File: src/rtl/conv_stream_ctrl.sv
// Frame sequencer for the streaming Conv datapath: serial weight load, Conv clear,
// pixel gating into Conv, result capture into a FWFT FIFO, and done/timeout reporting.
module conv_stream_ctrl #(
  parameter int Kernal_Dim = 2,
  parameter int Kernal_Ch  = 3,
  parameter int Img_Dim    = 4,
  parameter int Img_Ch     = 3,
  parameter int Out_Dim    = 2,
  parameter int DRAIN_TMO  = 64
) (
  input  logic                                    clk,
  input  logic                                    rst,
  input  logic                                    start,
  input  logic                                    reload_w,
  output logic                                    busy,
  output logic                                    done,
  output logic                                    err_tmo,
  input  logic [7:0]                              wt_data,
  input  logic                                    wt_valid,
  output logic                                    wt_ready,
  output logic [Kernal_Dim*Kernal_Dim*Kernal_Ch*8-1:0] wt_flat,
  input  logic [7:0]                              pix_data,
  input  logic                                    pix_valid,
  output logic                                    pix_ready,
  output logic                                    conv_clr,
  output logic [7:0]                              conv_pix,
  output logic                                    conv_valid,
  input  logic [15:0]                             conv_out,
  input  logic                                    conv_out_vld,
  output logic [15:0]                             res_data,
  output logic                                    res_valid,
  input  logic                                    res_ready
);

  localparam int N_W   = Kernal_Dim * Kernal_Dim * Kernal_Ch;
  localparam int N_PIX = Img_Dim * Img_Dim * Img_Ch;
  localparam int N_OUT = Out_Dim * Out_Dim;
  localparam int WCW   = $clog2(N_W + 1);
  localparam int PCW   = $clog2(N_PIX + 1);
  localparam int OCW   = $clog2(N_OUT + 1);
  localparam int TCW   = $clog2(DRAIN_TMO + 1);
  localparam int FAW   = (N_OUT > 1) ? $clog2(N_OUT) : 1;

  typedef enum logic [2:0] {
    S_IDLE, S_LOAD_W, S_CLEAR, S_STREAM, S_DRAIN, S_DONE
  } state_t;

  state_t         state;
  logic [WCW-1:0] wcnt;
  logic [PCW-1:0] pcnt;
  logic [OCW-1:0] ocnt;
  logic [TCW-1:0] tmo;

  logic [15:0]    fifo_mem [N_OUT];
  logic [FAW-1:0] wr_ptr, rd_ptr;
  logic [OCW-1:0] fifo_cnt;
  logic           fifo_empty, push, pop;

  assign busy      = (state != S_IDLE);
  assign done      = (state == S_DONE);
  assign wt_ready  = (state == S_LOAD_W);
  assign pix_ready = (state == S_STREAM);
  assign conv_clr  = (state == S_CLEAR);

  // Results only count while a frame is streaming/draining; extras past N_OUT are dropped.
  assign push       = (state == S_STREAM || state == S_DRAIN) && conv_out_vld &&
                      (ocnt < OCW'(N_OUT));
  assign pop        = res_valid && res_ready;
  assign fifo_empty = (fifo_cnt == '0);
  assign res_valid  = !fifo_empty;
  assign res_data   = fifo_mem[rd_ptr];

  always_ff @(posedge clk or negedge rst) begin
    if (!rst) begin
      state      <= S_IDLE;
      wcnt       <= '0;
      pcnt       <= '0;
      ocnt       <= '0;
      tmo        <= '0;
      err_tmo    <= 1'b0;
      wt_flat    <= '0;
      conv_pix   <= '0;
      conv_valid <= 1'b0;
    end else begin
      // NOTE: defaults first, later non-blocking assignments in the case override them.
      conv_valid <= 1'b0;
      if (push) ocnt <= ocnt + 1'b1;
      case (state)
        S_IDLE: begin
          if (start && fifo_empty) begin
            err_tmo <= 1'b0;
            wcnt    <= '0;
            state   <= reload_w ? S_LOAD_W : S_CLEAR;
          end
        end
        S_LOAD_W: begin
          if (wt_valid) begin
            wt_flat[8*int'(wcnt) +: 8] <= wt_data;
            wcnt <= wcnt + 1'b1;
            if (wcnt == WCW'(N_W - 1)) state <= S_CLEAR;
          end
        end
        S_CLEAR: begin
          pcnt  <= '0;
          ocnt  <= '0;
          tmo   <= '0;
          state <= S_STREAM;
        end
        S_STREAM: begin
          if (pix_valid) begin
            conv_pix   <= pix_data;
            conv_valid <= 1'b1;
            pcnt       <= pcnt + 1'b1;
            if (pcnt == PCW'(N_PIX - 1)) state <= S_DRAIN;
          end
        end
        S_DRAIN: begin
          tmo <= tmo + 1'b1;
          if (ocnt == OCW'(N_OUT)) begin
            state <= S_DONE;
          end else if (tmo == TCW'(DRAIN_TMO - 1)) begin
            err_tmo <= 1'b1;
            state   <= S_DONE;
          end
        end
        S_DONE:  state <= S_IDLE;
        default: state <= S_IDLE;
      endcase
    end
  end

  function automatic logic [FAW-1:0] ptr_inc(input logic [FAW-1:0] p);
    return (p == FAW'(N_OUT - 1)) ? '0 : p + 1'b1;
  endfunction

  // NOTE: storage has no reset; validity is carried entirely by fifo_cnt.
  always_ff @(posedge clk) begin
    if (push) fifo_mem[wr_ptr] <= conv_out;
  end

  always_ff @(posedge clk or negedge rst) begin
    if (!rst) begin
      wr_ptr   <= '0;
      rd_ptr   <= '0;
      fifo_cnt <= '0;
    end else begin
      if (push) wr_ptr <= ptr_inc(wr_ptr);
      if (pop)  rd_ptr <= ptr_inc(rd_ptr);
      if (push && !pop)      fifo_cnt <= fifo_cnt + 1'b1;
      else if (pop && !push) fifo_cnt <= fifo_cnt - 1'b1;
    end
  end

endmodule

File: config.mk
export PLATFORM = sky130hd
export DESIGN_NAME = conv_stream_ctrl
export DESIGN_NICKNAME = d
export VERILOG_FILES = /design/src/rtl/conv_stream_ctrl.sv
export SDC_FILE = /design/constraint.sdc
export NUM_CORES = 1
export LEC_CHECK = 0
export ABC_AREA = 0
export CAP_MARGIN = 20
export CORE_MARGIN = 3
export CORE_UTILIZATION = 47
export DETAILED_ROUTE_END_ITERATION = 8
export PLACE_DENSITY = 0.77
export SYNTH_ARGS = -nofsm -noshare
export SYNTH_HDL_FRONTEND = slang
export SYNTH_SLANG_ARGS = --single-unit
File: constraint.sdc
create_clock -name clk -period 2.6 [get_ports clk]
set_input_delay 0.39 -clock clk [delete_from_list [all_inputs] [get_ports clk]]
set_output_delay 0.39 -clock clk [all_outputs]
set_load 0.005 [all_outputs]
* Yosys cells after proc, flatten, opt, wreduce, memory -nomap -nowiden
Memories as Yosys holds them, arrays and structs flattened.
Index checks and enable logic that the tools add are counted.
** Word-level totals
- Memories :: 1
- Flip-flop bits (word level) :: 136
- Bits of input ports :: 40
- Word-level logic and storage cells :: 99
- RAM bits :: 64
- Output and inout bits :: 128
** Memory list
- fifo_mem :: words 4, width 16, rd ports 1, clocked after memory_dff 0, wr ports 1, RTL line 54 : logic [15:0] fifo_mem [N_OUT];
** Cells by class
- Muxes and demuxes :: 30
- Add/subtract/negate cells :: 9
- Eq/ne operators :: 19
- Order comparisons :: 1
- Shift operators :: 2
- Reduce and logical (&&, ||, !) cells :: 25
** Operator list (number)
- $bwmux 96 :: 1
- $shift 8x33->96 const A :: 1
- $shiftx 8x33->96 :: 1
- $mux 3 :: 11
- $neg 7->33 :: 1
- $pmux 3 s5 :: 1
- $pmux 7 s2 :: 1
- $pmux 6 s2 :: 1
- $reduce_bool 2->1 :: 6
- $eq 3x3->1 const B :: 3
- $mux 4 :: 2
- $ne 2x2->1 const B :: 4
- $pmux 4 s2 :: 1
- $add 7x1->7 const B :: 1
- $eq 7x6->1 const B :: 1
- $mux 1 :: 7
- $add 3x1->3 const B :: 2
- $add 6x1->6 const B :: 1
- $eq 3x2->1 const B :: 2
- $eq 6x6->1 const B :: 1
- $logic_and 1x1->1 :: 6
- $logic_not 3->1 :: 2
- $mux 2 :: 3
- $mux 6 :: 1
- other kinds (17) :: 25

* Longest topological paths before layout
- Word-level depth :: 8
- Mapped depth :: 10
- Mapped depth without buffers :: 8

* Worst setup path before layout
Ideal clock, no wire load.
- Path type :: reg2reg
- Start :: reg state[2]
- End :: reg fifo_cnt[2]
- Library setup time :: 0.079 ns
- Cell stages (with the launch flop) :: 11
- Clock period less this slack :: 2.405 ns
- Data required time :: 2.521 ns
- Arrival time :: 2.325 ns
- Setup slack :: 0.195 ns
- Buffers on the path :: 2
- Cells stage by stage :: dfrtp_1 clkbuf_1 or3b_1 a21oi_1 buf_4 ha_1 inv_1 fa_1 xor2_1 nor2_1 xor2_1
** Between the ends
- Cells in the longest elaborated chain, start to end :: 7
- Elaborated cells between the ends (all ways) :: 10
- Classes of those cells :: 2 x eq/ne; 1 x mux; 7 x reduce/logical
** Ends and longest elaborated chain
- from (decl) :: RTL line 48 : state_t state;
- from (signal assigned) :: RTL line 93 : state <= reload_w ? S_LOAD_W : S_CLEAR;
- $eq 3x2->1 / $eq 3x3->1 (equally long branches) :: RTL line 66 : assign push = (state == S_STREAM || state == S_DRAIN) && conv_out_vld &&
- $logic_or 1x1->1 (*) :: RTL line 66
- $logic_and 1x1->1 (*) (2 in a row) :: RTL line 66
- named net push :: RTL line 57 : logic fifo_empty, push, pop;
- $logic_not 1->1 :: RTL line 150 : else if (pop && !push) fifo_cnt <= fifo_cnt - 1'b1;
- $logic_and 1x1->1 :: RTL line 150
- $reduce_bool 2->1 (no source line)
- to (signal assigned) :: RTL line 149 : if (push && !pop) fifo_cnt <= fifo_cnt + 1'b1;
- to (signal assigned) :: RTL line 150
- to (decl) :: RTL line 56 : logic [OCW-1:0] fifo_cnt;
Mark *: on every way through the listed nets, which the timed path passes. The rest lies on a longest branch.
A chain may end at the register's enable or synchronous reset.

* Final worst setup path
- Start :: reg wcnt[1]
- End :: reg wt_flat[31]
** Between the ends
- Cells in the longest elaborated chain, start to end :: 3
- Elaborated cells between the ends (all ways) :: 4
- Classes of those cells :: 1 x add/sub; 2 x shift; 1 x mux
** Ends and longest elaborated chain
- from (decl) :: RTL line 49 : logic [WCW-1:0] wcnt;
- from (signal assigned) :: RTL line 99 : wcnt <= wcnt + 1'b1;
- $neg 7->33 (*) :: RTL line 98 : wt_flat[8*int'(wcnt) +: 8] <= wt_data;
- $shiftx 8x33->96 / $shift 8x33->96 (equally long branches) :: RTL line 98
- $bwmux 96 (*) :: RTL line 98
- to (signal, indexed assignment) :: RTL line 98
- to (decl) :: RTL line 21 : output logic [Kernal_Dim*Kernal_Dim*Kernal_Ch*8-1:0] wt_flat,
Every way passes the cells marked *; elsewhere a longest branch is shown, timed or not.

==> parameters.txt <==
Parameter                              Value

Yosys
  Top post-synthesis cells by area    sky130_fd_sc_hd__dfrtp_1, sky130_fd_sc_hd__edfxtp_1, sky130_fd_sc_hd__mux2_2, sky130_fd_sc_hd__mux4_2, sky130_fd_sc_hd__ha_1
  Total of flip-flops plus latches after synthesis    200
  Count of yosys warnings during synthesis    0
  Post-synthesis instance total    580
  Count of flip-flops with a built-in enable after synthesis    64
  Syn nets    636
  Combined area of all synthesized cells    8438 µm²
  Average footprint of a synthesized cell    14.55 µm²
  Yosys cell types    57
  Top flip-flop cell by instance count after synthesis    sky130_fd_sc_hd__dfrtp_1
  Synth top area share    40.33%
  Dominant cell type by area after synthesis    sky130_fd_sc_hd__dfrtp_1
  Async set-or-reset flop fraction in the synthesized netlist    68.00%
  Sequential share of the synthesized area    63.11%

Power
  IR Drop Worst-Case VDD    0.0005092 V
  Post-layout power    11.54 mW
  Pwr Density    1039 nW/µm²
  Leakage Power    4.825 nW

Cells and area
  Fraction of layout instances using a drive strength above 1    23.60%
  Non-filler instance count after layout    1009
  Count of antenna diodes in the layout    0
  Net count reported at finish    827
  Layout Area Growth over Synthesis    31.63%

Placement
  Count of buffers inserted at the top-level ports    167
  DPL Wire Length    14000 µm
  Final estimated routing congestion in global placement    0.8272
  Post-placement cell count    976

Die
  Total core area    17420 µm²
  Starting utilization of the core area    48.45%
  Die area    19600 µm²
  Die Span Y    140.0 µm
  IO Pins    168
  Die extent in x    140.0 µm
  Standard-cell row count    48

Detailed routing
  Antenna viol nets, final    0
  DR DRC count    0
  Iteration-0 DRC count of the detailed router    360
  Drt first pass iters    4
  Post-Route WL    19400 µm
  Routed via count divided by cell count    5.422
  Total vias in the final route    5471
  Average detailed-routed wire length per instance    19.22 µm

STA
  Maximum clock frequency    0.4032 GHz
  RSZ-0062 raised after global routing    false
  Final count of pins violating max slew    0
  Fin Hold WS    0.4788 ns
  Maximum clock skew at final layout    0.008506 ns
  Final count of hold timing violations    0
  Final count of negative-setup-slack endpoints    0
  Least-Margin Pin Slew    0.6332 ns
  Tcrit/Tclk final    95.38%
  Final critical-path required period    2.480 ns
  Slew headroom    57.63%
  Total negative setup slack    0 ns

CTS
  Buffer levels on the longest clock path    2
  Number of H-tree levels    4
  Clock tree from TritonCTS    done
  Number of buffers inserted during clock tree synthesis    17
  CTS sink cnt    200
  Buffers inserted during post-CTS setup optimization    0
  Clock Pin Slew Worst Setup and Hold Paths    0.07 ns
  Root buffer cell    sky130_fd_sc_hd__clkbuf_16
  Worst-Skew Late Latency    0.43 ns

Critical path
  Worst stage delay on the critical path    0.54 ns
  Crit Path Class    flip-flop to flip-flop
  Reg-to-Reg Start    wcnt[1]$_DFFE_PN0P_
  Data arrival time at the worst-slack endpoint    2.80 ns
  Buffer and inverter count on the worst path    2
  Critical path endpoint category    flip-flop
  Req. time, crit path    2.92 ns
  Worst Setup Start Kind    flip-flop
  Top fanout value on the critical path    11
  Series of cell instances along the critical path    inv_1 -> ha_1 -> xnor2_1 -> buf_4 -> nand3_1 -> mux2_2
  Slowest cell on the critical path    sky130_fd_sc_hd__dfrtp_1
  Startpoint of the worst setup timing path    wcnt[1]$_DFFE_PN0P_
  Top delay family on crit path    flip-flops

Global route
  Grt ovf    0
  Wire length of the first global-routing pass    31650 µm
  Number of global-route vias before repair    5958
  Pin count of the biggest net entering global routing    71
  Number of antenna violations at the first check in global routing    0
  GRT Total Usage    20.47%

Run status
  Run status    finished clean

Run
  Max-cap violations    0

Worst hold path
  Type of the most critical hold path    primary input to flip-flop
  Hold wc startpoint    pix_data[7]
[cell usage in the layout, fill, tap and decap left out, drive strengths merged, types with 3 or more instances in the layout]
cell and count:
nor3 9, edfxtp 64, o21ai 17, nand4b 4
nand3 14, o31ai 3, clkinv 5, mux4 16
mux2i 9, nand2 49, dfrtp 136, xnor2 4
nor2 18, a21oi 3, buf 27, inv 29
and3 16, clkbuf 17, or3 4, a22o 4
ha 15, mux2 91, nand4 9, clkdlybuf4s50 166
and2 21, xor2 5
[cells in the mapped netlist (all sizes together) (5+ instances only)]
master / count
dfrtp: 136
xor2: 5
nand3: 14
edfxtp: 64
nor3: 9
and3: 16
buf: 10
mux2: 91
ha: 15
nand2: 49
nand4: 9
and2: 21
nor2: 18
clkbuf: 12
mux2i: 9
o21ai: 17
inv: 19
mux4: 16
[state kept, by name, summed over array words and instances (netlist names), 4 cells and up]
signal and cells:
conv_pix 8, wcnt 4, wt_flat 96, tmo 7
pcnt 6, fifo_mem 64
[tightest hold or removal path, cell delays in order]
cell	delay, ns
sky130_fd_sc_hd__clkdlybuf4s50_1	0.39
sky130_fd_sc_hd__nand2_1	0.05
sky130_fd_sc_hd__nand2_1	0.04
[logic make-up after synthesis]
| logic type | count (synthesis) | share of synthesized area, % |
|---|---|---|
| AO/OA/AOI/OAI | 37 | 2.862 |
| multiplexers | 116 | 17.48 |
| adder cells (fa/ha/maj) | 16 | 2.461 |
| flip-flops | 200 | 63.11 |
| buffers and inverters | 42 | 2.180 |
| XOR/XNOR | 9 | 1.023 |
| AND/OR/NAND/NOR | 160 | 10.88 |
[final timing paths]
kind / end / slack, ns / cells after the start
setup / recovery: wt_flat[31]$_DFFE_PN0P_ / 0.12 / 6
hold / removal: conv_pix[7]$_DFFE_PN0P_ / 0.48 / 3
setup reg to reg: wt_flat[31]$_DFFE_PN0P_ / 0.12 / 6
hold reg to reg: conv_pix[5]$_DFFE_PN0P_ / 0.48 / 2
max in group asynchronous: wt_flat[36]$_DFFE_PN0P_ / 1.37 / 3
min in group asynchronous: wt_flat[88]$_DFFE_PN0P_ / 0.53 / 2
[per-layer routing]
metal / track usage, % / part of all wire (%)
met2: 35.27 / 51
met3: 4.985 / 5.9
met5: 0 / 0
met4: 6.170 / 1.5
met1: 25.79 / 42
[where the power goes]
part	switching (mW)	leakage, nW	internal, mW
Sequential	0.592	2.38	4.05
Clock	1.32	0.290	1.31
Combinational	1.82	2.15	2.45
[area by class of cell]
cell class / instances / area, µm²
Fill cell: 1285 / 6310
Sequential cell: 200 / 5326
Multi-Input combinational cell: 338 / 2934
Timing Repair Buffer: 194 / 1894
Clock buffer: 17 / 425.4
Tap cell: 225 / 281.5
Clock inverter: 15 / 170.2
Inverter: 20 / 75.07
[stage by stage]
stage | utilization (%) | setup slack (ns) | area [µm²]
global route | 63.77 | 0.009188 | 11110
finish | 63.77 | 0.1201 | 11110
detailed placement | 60.24 | 0.1511 | 10490
CTS | 63.72 | 0.04102 | 11100
floorplan | - | 0.1954 | 8438
global placement | 60.24 | 0.2986 | 10490
[timing repair]
| item | CTS | global route |
|---|---|---|
| endpoints found under the hold margin | 67 | 0 |
| setup endpoints to repair | 15 | 17 |
| gates resized for setup | 1 | 2 |
| cloned | 0 | 0 |
| hold buffers | 1 | 0 |
Note: power is estimated with default switching activity, not from simulation.
